===== src/rtl/clkdiv_pkg.sv =====
// Shared constants for the multi-channel clock divider.
// Holds the default divide width/ratio, the channel limit and the width of
// the channel-select field, plus a small range-check helper.
package clkdiv_pkg;

    localparam int DIV_WIDTH_DEFAULT     = 10;
    localparam int DEFAULT_RATIO_DEFAULT = 4;
    localparam int MAX_CHANNELS          = 8;
    localparam int CHAN_IDX_WIDTH        = 3;

    typedef logic [CHAN_IDX_WIDTH-1:0] chanIdx_t;

    // True when a channel index addresses an instantiated channel.
    function automatic logic channelInRange(chanIdx_t idx, int unsigned channels);
        return 32'(idx) < channels;
    endfunction

endpackage


===== src/rtl/clock_divider_channel.sv =====
// One divider channel: counter, active/shadow ratio, pending flag and
// output decode. The active ratio only changes when the counter restarts
// at zero (period wrap, disabled, enable rise or sync), so a period is never
// cut short or stretched by a reload.
module clock_divider_channel
    import clkdiv_pkg::*;
#(
    parameter int DIV_WIDTH     = DIV_WIDTH_DEFAULT,
    parameter int DEFAULT_RATIO = DEFAULT_RATIO_DEFAULT
) (
    input  logic                 Clock,
    input  logic                 Reset,
    input  logic                 Enable,
    input  logic                 LoadStrobe,
    input  logic [DIV_WIDTH-1:0] LoadValue,
    input  logic                 SyncStrobe,
    output logic                 Pending,
    output logic                 ClockOut,
    output logic                 Tick
);

    logic [DIV_WIDTH-1:0] count;
    logic [DIV_WIDTH-1:0] ratio;
    logic [DIV_WIDTH-1:0] shadow;
    logic                 pending;
    logic                 running;

    logic [DIV_WIDTH-1:0] lastCount;
    logic [DIV_WIDTH-1:0] halfPoint;
    logic                 atWrap;
    logic                 restart;
    logic                 applyShadow;

    // Period boundary decode; running is the registered enable, so the first
    // enabled cycle shows count 0 and the first period is full length.
    always_comb begin
        lastCount   = ratio - DIV_WIDTH'(1);
        halfPoint   = lastCount >> 1;
        atWrap      = running && (count == lastCount);
        restart     = SyncStrobe || !Enable || !running || atWrap;
        applyShadow = pending && restart;
    end

    // Counter, ratio and shadow state.
    always_ff @(posedge Clock) begin
        if (Reset) begin
            count   <= '0;
            ratio   <= DIV_WIDTH'(DEFAULT_RATIO);
            shadow  <= DIV_WIDTH'(DEFAULT_RATIO);
            pending <= 1'b0;
            running <= 1'b0;
        end else begin
            running <= Enable;
            count   <= restart ? '0 : count + DIV_WIDTH'(1);
            if (applyShadow) begin
                ratio   <= shadow;
                pending <= 1'b0;
            end
            // A strobe only arrives while pending is clear, so it never
            // collides with applyShadow.
            if (LoadStrobe) begin
                shadow  <= LoadValue;
                pending <= 1'b1;
            end
        end
    end

    // Outputs decoded from registered state only.
    always_comb begin
        Pending  = pending;
        Tick     = running && (count == lastCount);
        ClockOut = running && (count > halfPoint);
    end

endmodule


===== src/rtl/multi_clock_divider.sv =====
// Multi-channel programmable clock divider.
// CHANNELS independent dividers share one ratio-load port; load decode and
// error reporting live here, per-channel counting in clock_divider_channel.
// Optional macro CLKDIV_SYNC_EN: when defined, Sync restarts every channel
// at count 0 and applies pending ratios; otherwise Sync is ignored.
module multi_clock_divider
    import clkdiv_pkg::*;
#(
    parameter int CHANNELS      = 2,
    parameter int DIV_WIDTH     = DIV_WIDTH_DEFAULT,
    parameter int DEFAULT_RATIO = DEFAULT_RATIO_DEFAULT
) (
    input  logic                      Clock,
    input  logic                      Reset,
    input  logic [CHANNELS-1:0]       Enable,
    input  logic                      Load,
    input  logic [CHAN_IDX_WIDTH-1:0] LoadChannel,
    input  logic [DIV_WIDTH-1:0]      LoadRatio,
    output logic                      LoadReady,
    output logic                      LoadError,
    input  logic                      Sync,
    output logic [CHANNELS-1:0]       ClockOut,
    output logic [CHANNELS-1:0]       Tick
);

    logic [CHANNELS-1:0]     channelPending;
    logic [CHANNELS-1:0]     loadStrobe;
    logic [MAX_CHANNELS-1:0] pendingAll;
    logic                    loadAccept;
    logic                    syncStrobe;

`ifdef CLKDIV_SYNC_EN
    assign syncStrobe = Sync;
`else
    logic unusedSync;
    assign unusedSync = Sync;
    assign syncStrobe = 1'b0;
`endif

    // Pending flags padded to the full index range so any LoadChannel value
    // can be looked up safely.
    always_comb begin
        pendingAll                 = '0;
        pendingAll[CHANNELS-1:0]   = channelPending;
    end

    // Load acceptance and per-channel write strobes.
    always_comb begin
        LoadReady  = channelInRange(LoadChannel, CHANNELS) && !pendingAll[LoadChannel];
        loadAccept = Load && LoadReady && (LoadRatio != '0);
    end

    // One-cycle error pulse for a rejected load.
    always_ff @(posedge Clock) begin
        if (Reset) begin
            LoadError <= 1'b0;
        end else begin
            LoadError <= Load && !loadAccept;
        end
    end

    for (genvar ch = 0; ch < CHANNELS; ch++) begin : gChannel
        // Route the shared load port to the addressed channel only.
        always_comb begin
            loadStrobe[ch] = loadAccept && (LoadChannel == CHAN_IDX_WIDTH'(ch));
        end

        clock_divider_channel #(
            .DIV_WIDTH     (DIV_WIDTH),
            .DEFAULT_RATIO (DEFAULT_RATIO)
        ) uChannel (
            .Clock      (Clock),
            .Reset      (Reset),
            .Enable     (Enable[ch]),
            .LoadStrobe (loadStrobe[ch]),
            .LoadValue  (LoadRatio),
            .SyncStrobe (syncStrobe),
            .Pending    (channelPending[ch]),
            .ClockOut   (ClockOut[ch]),
            .Tick       (Tick[ch])
        );
    end

endmodule

===== config.mk =====
export PLATFORM = sky130hd
export DESIGN_NAME = multi_clock_divider
export DESIGN_NICKNAME = d
export VERILOG_FILES = /design/src/rtl/clkdiv_pkg.sv /design/src/rtl/clock_divider_channel.sv /design/src/rtl/multi_clock_divider.sv
export SDC_FILE = /design/constraint.sdc
export NUM_CORES = 1
export LEC_CHECK = 0
export ABC_AREA = 1
export BUFFER_PORTS_ARGS = -buffer_cell sky130_fd_sc_hd__buf_2
export CORE_MARGIN = 4
export CORE_UTILIZATION = 45
export DETAILED_ROUTE_END_ITERATION = 8
export GPL_TIMING_DRIVEN = 0
export SLEW_MARGIN = 30
export SYNTH_ARGS = -nofsm -noshare
export SYNTH_HDL_FRONTEND = slang
export SYNTH_SLANG_ARGS = --single-unit

===== constraint.sdc =====
create_clock -name Clock -period 3.9 [get_ports Clock]
set_input_delay 0.39 -clock Clock [delete_from_list [all_inputs] [get_ports Clock]]
set_output_delay 0.39 -clock Clock [all_outputs]
set_load 0.01 [all_outputs]

After elaboration in Yosys (flattened, before gate mapping) --
Index checks and enable logic that the tools add are counted.
Storage, ports and cells: register bits 65, bits of input ports 19, output and inout port bits 6, logic and storage cells 56
Operators by class: add/sub/neg operators 4, order comparisons 4, equality and inequality tests 3, muxes and demuxes 6, reductions and logical operators 28
Operators with widths (count):
- $add 10x1->10 const B | 2
- $eq 10x10->1 | 2
- $gt 10x9->1 | 2
- $sub 10x1->10 const B | 2
- $logic_and 1x1->1 | 12
- $reduce_bool 10->1 | 1
- $logic_not 1->1 | 6
- $mux 1 | 5
- $logic_or 1x1->1 | 4
- $lt 3x4->1 const B | 1
- $reduce_bool 2->1 | 2
- $reduce_or 2->1 | 2
- $bmux 1 s3 | 1
- $eq 3x1->1 const B | 1
- $logic_not 3->1 | 1
- $lt 3x2->1 const B | 1

Longest topological paths before layout --
word-level depth 8, depth in mapped cells 15, gate-level depth less buffers 14

By module --
From an unflattened synthesis, not the netlist that was laid out.
Unflattened totals: cell total of the unflattened synthesis 620, area total of the unflattened synthesis 4036.4 um2
By module, submodules not included:
- clock_divider_channel at gChannel[0].uChannel | instances 1, cells each 296, area an instance 1936.9 um2, sequential area each 640.6 um2
- clock_divider_channel at gChannel[1].uChannel | instances 1, cells each 293, area an instance 1931.9 um2, sequential area each 640.6 um2
- multi_clock_divider | instances 1, cells each 31, area an instance 167.7 um2, sequential area each 20.0 um2

Worst setup path before layout --
No wires, ideal clock.
kind register -> output, from register gChannel[1].uChannel.ratio[0], to output ClockOut[1], data arrival time 2.065 ns, required time 3.510 ns, slack 1.445 ns, stages on the path, launching flop included 13, buffers on the path 1, cells stage by stage dfxtp_1 -> inv_1 -> ha_1 -> nand2_1 -> o21ai_0 -> nand2_1 -> ha_1 -> nand2_1 -> nor2_1 -> nand4_1 -> o311ai_0 -> inv_1 -> buf_4
On the way: cells in the longest elaborated chain, start to end 3
Ends and longest elaborated chain:
- start, declared | RTL line clock_divider_channel.sv:23 | logic [DIV_WIDTH-1:0] ratio;
- start signal, assigned | RTL line clock_divider_channel.sv:48 | ratio <= DIV_WIDTH'(DEFAULT_RATIO);
- start signal, assigned | RTL line clock_divider_channel.sv:56 | ratio <= shadow;
- $sub 10x1->10 | RTL line clock_divider_channel.sv:37 | lastCount = ratio - DIV_WIDTH'(1);
- $gt 10x9->1 | RTL line clock_divider_channel.sv:72 | ClockOut = running && (count > halfPoint);
- $logic_and 1x1->1 | RTL line clock_divider_channel.sv:72
- end, declared | RTL line multi_clock_divider.sv:22 | output logic [CHANNELS-1:0] ClockOut,
Every way passes these cells.

Final worst setup path --
Ends and elaborated chain as after synthesis.

==> reports/metrics.csv <==
metric,value,unit
outcome,completed,
antenna_found_initial,0,
yosysSeqAreaShare,0.327,
io_pins,25,
routed_via_density,5.08,
cts_tree,built,
avgSynthCellArea,6.59,um2
insertion_delay,0.35,ns
dp_hpwl,7.55,mm
ant_nets,0,
grt_pass1_wl,16.5,mm
syn-num-nets,644,
cts_root_buf,clkbuf_8,
p_switching,0.000387,W
gp_congestion,0.892,
final-seq-area,0.00130,mm2
synth-main-ff-cell,dfxtp_1,
r2r_cells,14,
p_int,0.00103,W
synth_area_leader_cell,dfxtp_1,
synth-edff-count,0,
rsz0062_at_grt,no,
tightest_slew,0.694,ns
syn-cell-area,0.00397,mm2
layout.nets,678,
setup_viol,0,
power_density,320,mW/mm2
slowest_delay,0.34,ns
drt_iter0_markers,196,
setup_tns,0,ns
start_util,0.460,
path_clk_slew,0.08,ns
port_buffers,23,
p_comb_frac,0.101,
multi_input_area,0.00221,mm2
post_cts_resized,0,
cp_max_fo,7,
core_area,0.00864,mm2
h-tree-depth,3,
p_sw_frac,0.273,
drv_slew,0,
most-common-layout-cells,"nand2_1, inv_1, nand3_1",
cts_sinks,65,
yosys_register_bits,65,
n_antenna_cell,0,
gr-total-overflow,0,
area_growth,11.4,%
cp_slowest_cell,dfxtp_1,
wl_per_cell,12.7,um
clkPwrFrac,0.414,
synth_top_area_frac,0.327,
critPathKind,register to primary output,
pre_cts_slack,0.831,ns
max-vdd-ir-drop,0.178,mV
synth.area.top_cells,"dfxtp_1, nand2_1, nand3_1",
worstHoldPathCells,3,
vias,3812,
syn_inst,603,
end_kind,primary output,
placedCellCount,734,
crit_chain,"inv_1, ha_1, nand2_1, o21ai_0, nand2_1, ha_1, nand2_1, nor2_1, nand4_1, o311ai_0, inv_1, buf_4, buf_2",
arrival,3.00,ns
maxCapViolCount,0,
yosysWarnings,0,
p_seq_frac,0.486,
fin_cells,750,
final_common_cell,nand2_1,
ctsHoldBuffers,0,
grt_pass1_vias,3565,
synth.distinct_cells,32,
clk_path_buf_depth,2,
cts_setup_buffers,0,
dieArea,0.0104,mm2
critPathLaunchType,register,
drt-total-wl,9.53,mm
drc_errors,0,
grt_max_degree,14,
hp-class,input port to register,
path_common_cell,nand2_1,
drive_gt1_frac,0.106,
finalHoldViolCount,0,
die_w,102,um
grt_usage,0.199,
total_power,0.00142,W
p_leak,1.88,nW
ys_async_sr_fraction,0,
fin_skew,0.0115,ns
num_rows,34,
n_fill_cell,913,
relSlewSlack,0.534,
setup_slack,0.510,ns
clock.fmax,295,MHz
required,3.51,ns
min_period,3.39,ns
fin_crit_sh,0.869,
drt-pass1-iter-count,4,
die_h,102,um
cts_buffers,9,
==> cell usage after synthesis, types with 6 or more instances <==
library cell and n:
a21oi_1 48, buf_4 6, clkbuf_1 6, dfxtp_1 65, ha_1 22, inv_1 86
nand2_1 125, nand2_2 6, nand3_1 82, nand4_1 12, nor2_1 65, o21ai_0 30
xor2_1 7
==> logic make-up after synthesis <==
group / count (synthesis) / share of synthesized area
AOI/OAI and AO/OA: 88 / 0.117
xor gates and xnor gates: 9 / 0.0198
adders and majority gates: 22 / 0.0693
buffers and inverters: 108 / 0.117
DFF: 65 / 0.327
and+or+nand+nor: 311 / 0.350
==> path summary, 6_finish.rpt <==
| check | to | slack [ns] | startpoint |
|---|---|---|---|
| worst max-delay path | ClockOut[1] | 0.51 | gChannel[1].uChannel.ratio[0]$_SDFFE_PP0P_ |
| worst min-delay path | gChannel[0].uChannel.running$_SDFF_PP0_ | 0.27 | Enable[0] |
| worst max register to register | gChannel[0].uChannel.ratio[8]$_SDFFE_PP0P_ | 1.66 | gChannel[0].uChannel.ratio[0]$_SDFFE_PP0P_ |
| worst min register to register | gChannel[1].uChannel.shadow[8]$_SDFFE_PP0P_ | 0.46 | gChannel[1].uChannel.shadow[8]$_SDFFE_PP0P_ |
==> per-layer routing <==
metal	vias to the layer above	share of wire	global-route usage
met5	-	0	0
met4	0	0.012	0.0616
met3	13	0.034	0.0369
met2	56	0.43	0.308
met1	1712	0.52	0.282
li1	2031	-	-
==> layout make-up <==
type | count | share of cell area
multi-input cells | 430 | 0.499
repair buffers | 23 | 0.0260
clock inverters | 7 | 0.0175
plain buffers | 22 | 0.0319
well taps | 108 | 0.0305
inverters | 86 | 0.0729
clock buffers | 9 | 0.0280
flip-flops and latches | 65 | 0.294
==> power groups by stage <==
stage / Combinational [W] / Sequential, W / Clock [W]
finish: 0.000143 / 0.000689 / 0.000586
global route: 0.000164 / 0.000691 / 0.000631
CTS: 0.000143 / 0.000689 / 0.000602
detailed placement: 0.000142 / 0.000704 / 0
global placement: 0.000139 / 0.000704 / 0
floorplan: 0.000101 / 0.000701 / 0
==> per-stage QoR <==
| step | area, um2 | hold WS (ns) | utilization |
|---|---|---|---|
| floorplan | 3970 | 0.430 | - |
| global placement | 4220 | 0.443 | 0.489 |
| detailed placement | 4220 | 0.447 | 0.489 |
| CTS | 4430 | 0.259 | 0.512 |
| global route | 4430 | 0.267 | 0.512 |
| finish | 4430 | 0.271 | 0.512 |
==> sequential cells by signal, summed over array words and instances, names as in the netlist <==
signal                     flops
gChannel.uChannel.running      2
LoadError                      1
gChannel.uChannel.shadow      20
gChannel.uChannel.count       20
gChannel.uChannel.ratio       20
gChannel.uChannel.Pending      2
==> worst max-delay path: cells and delay by family (launching register included) <==
family,cells,cell delay [ns]
AO/OA/AOI/OAI,2,0.58
adder cells (fa/ha/maj),2,0.63
buffers and inverters,4,0.54
flip-flops,1,0.34
AND/OR/NAND/NOR,5,0.58
No activity file was read; power rests on OpenSTA's default activity.
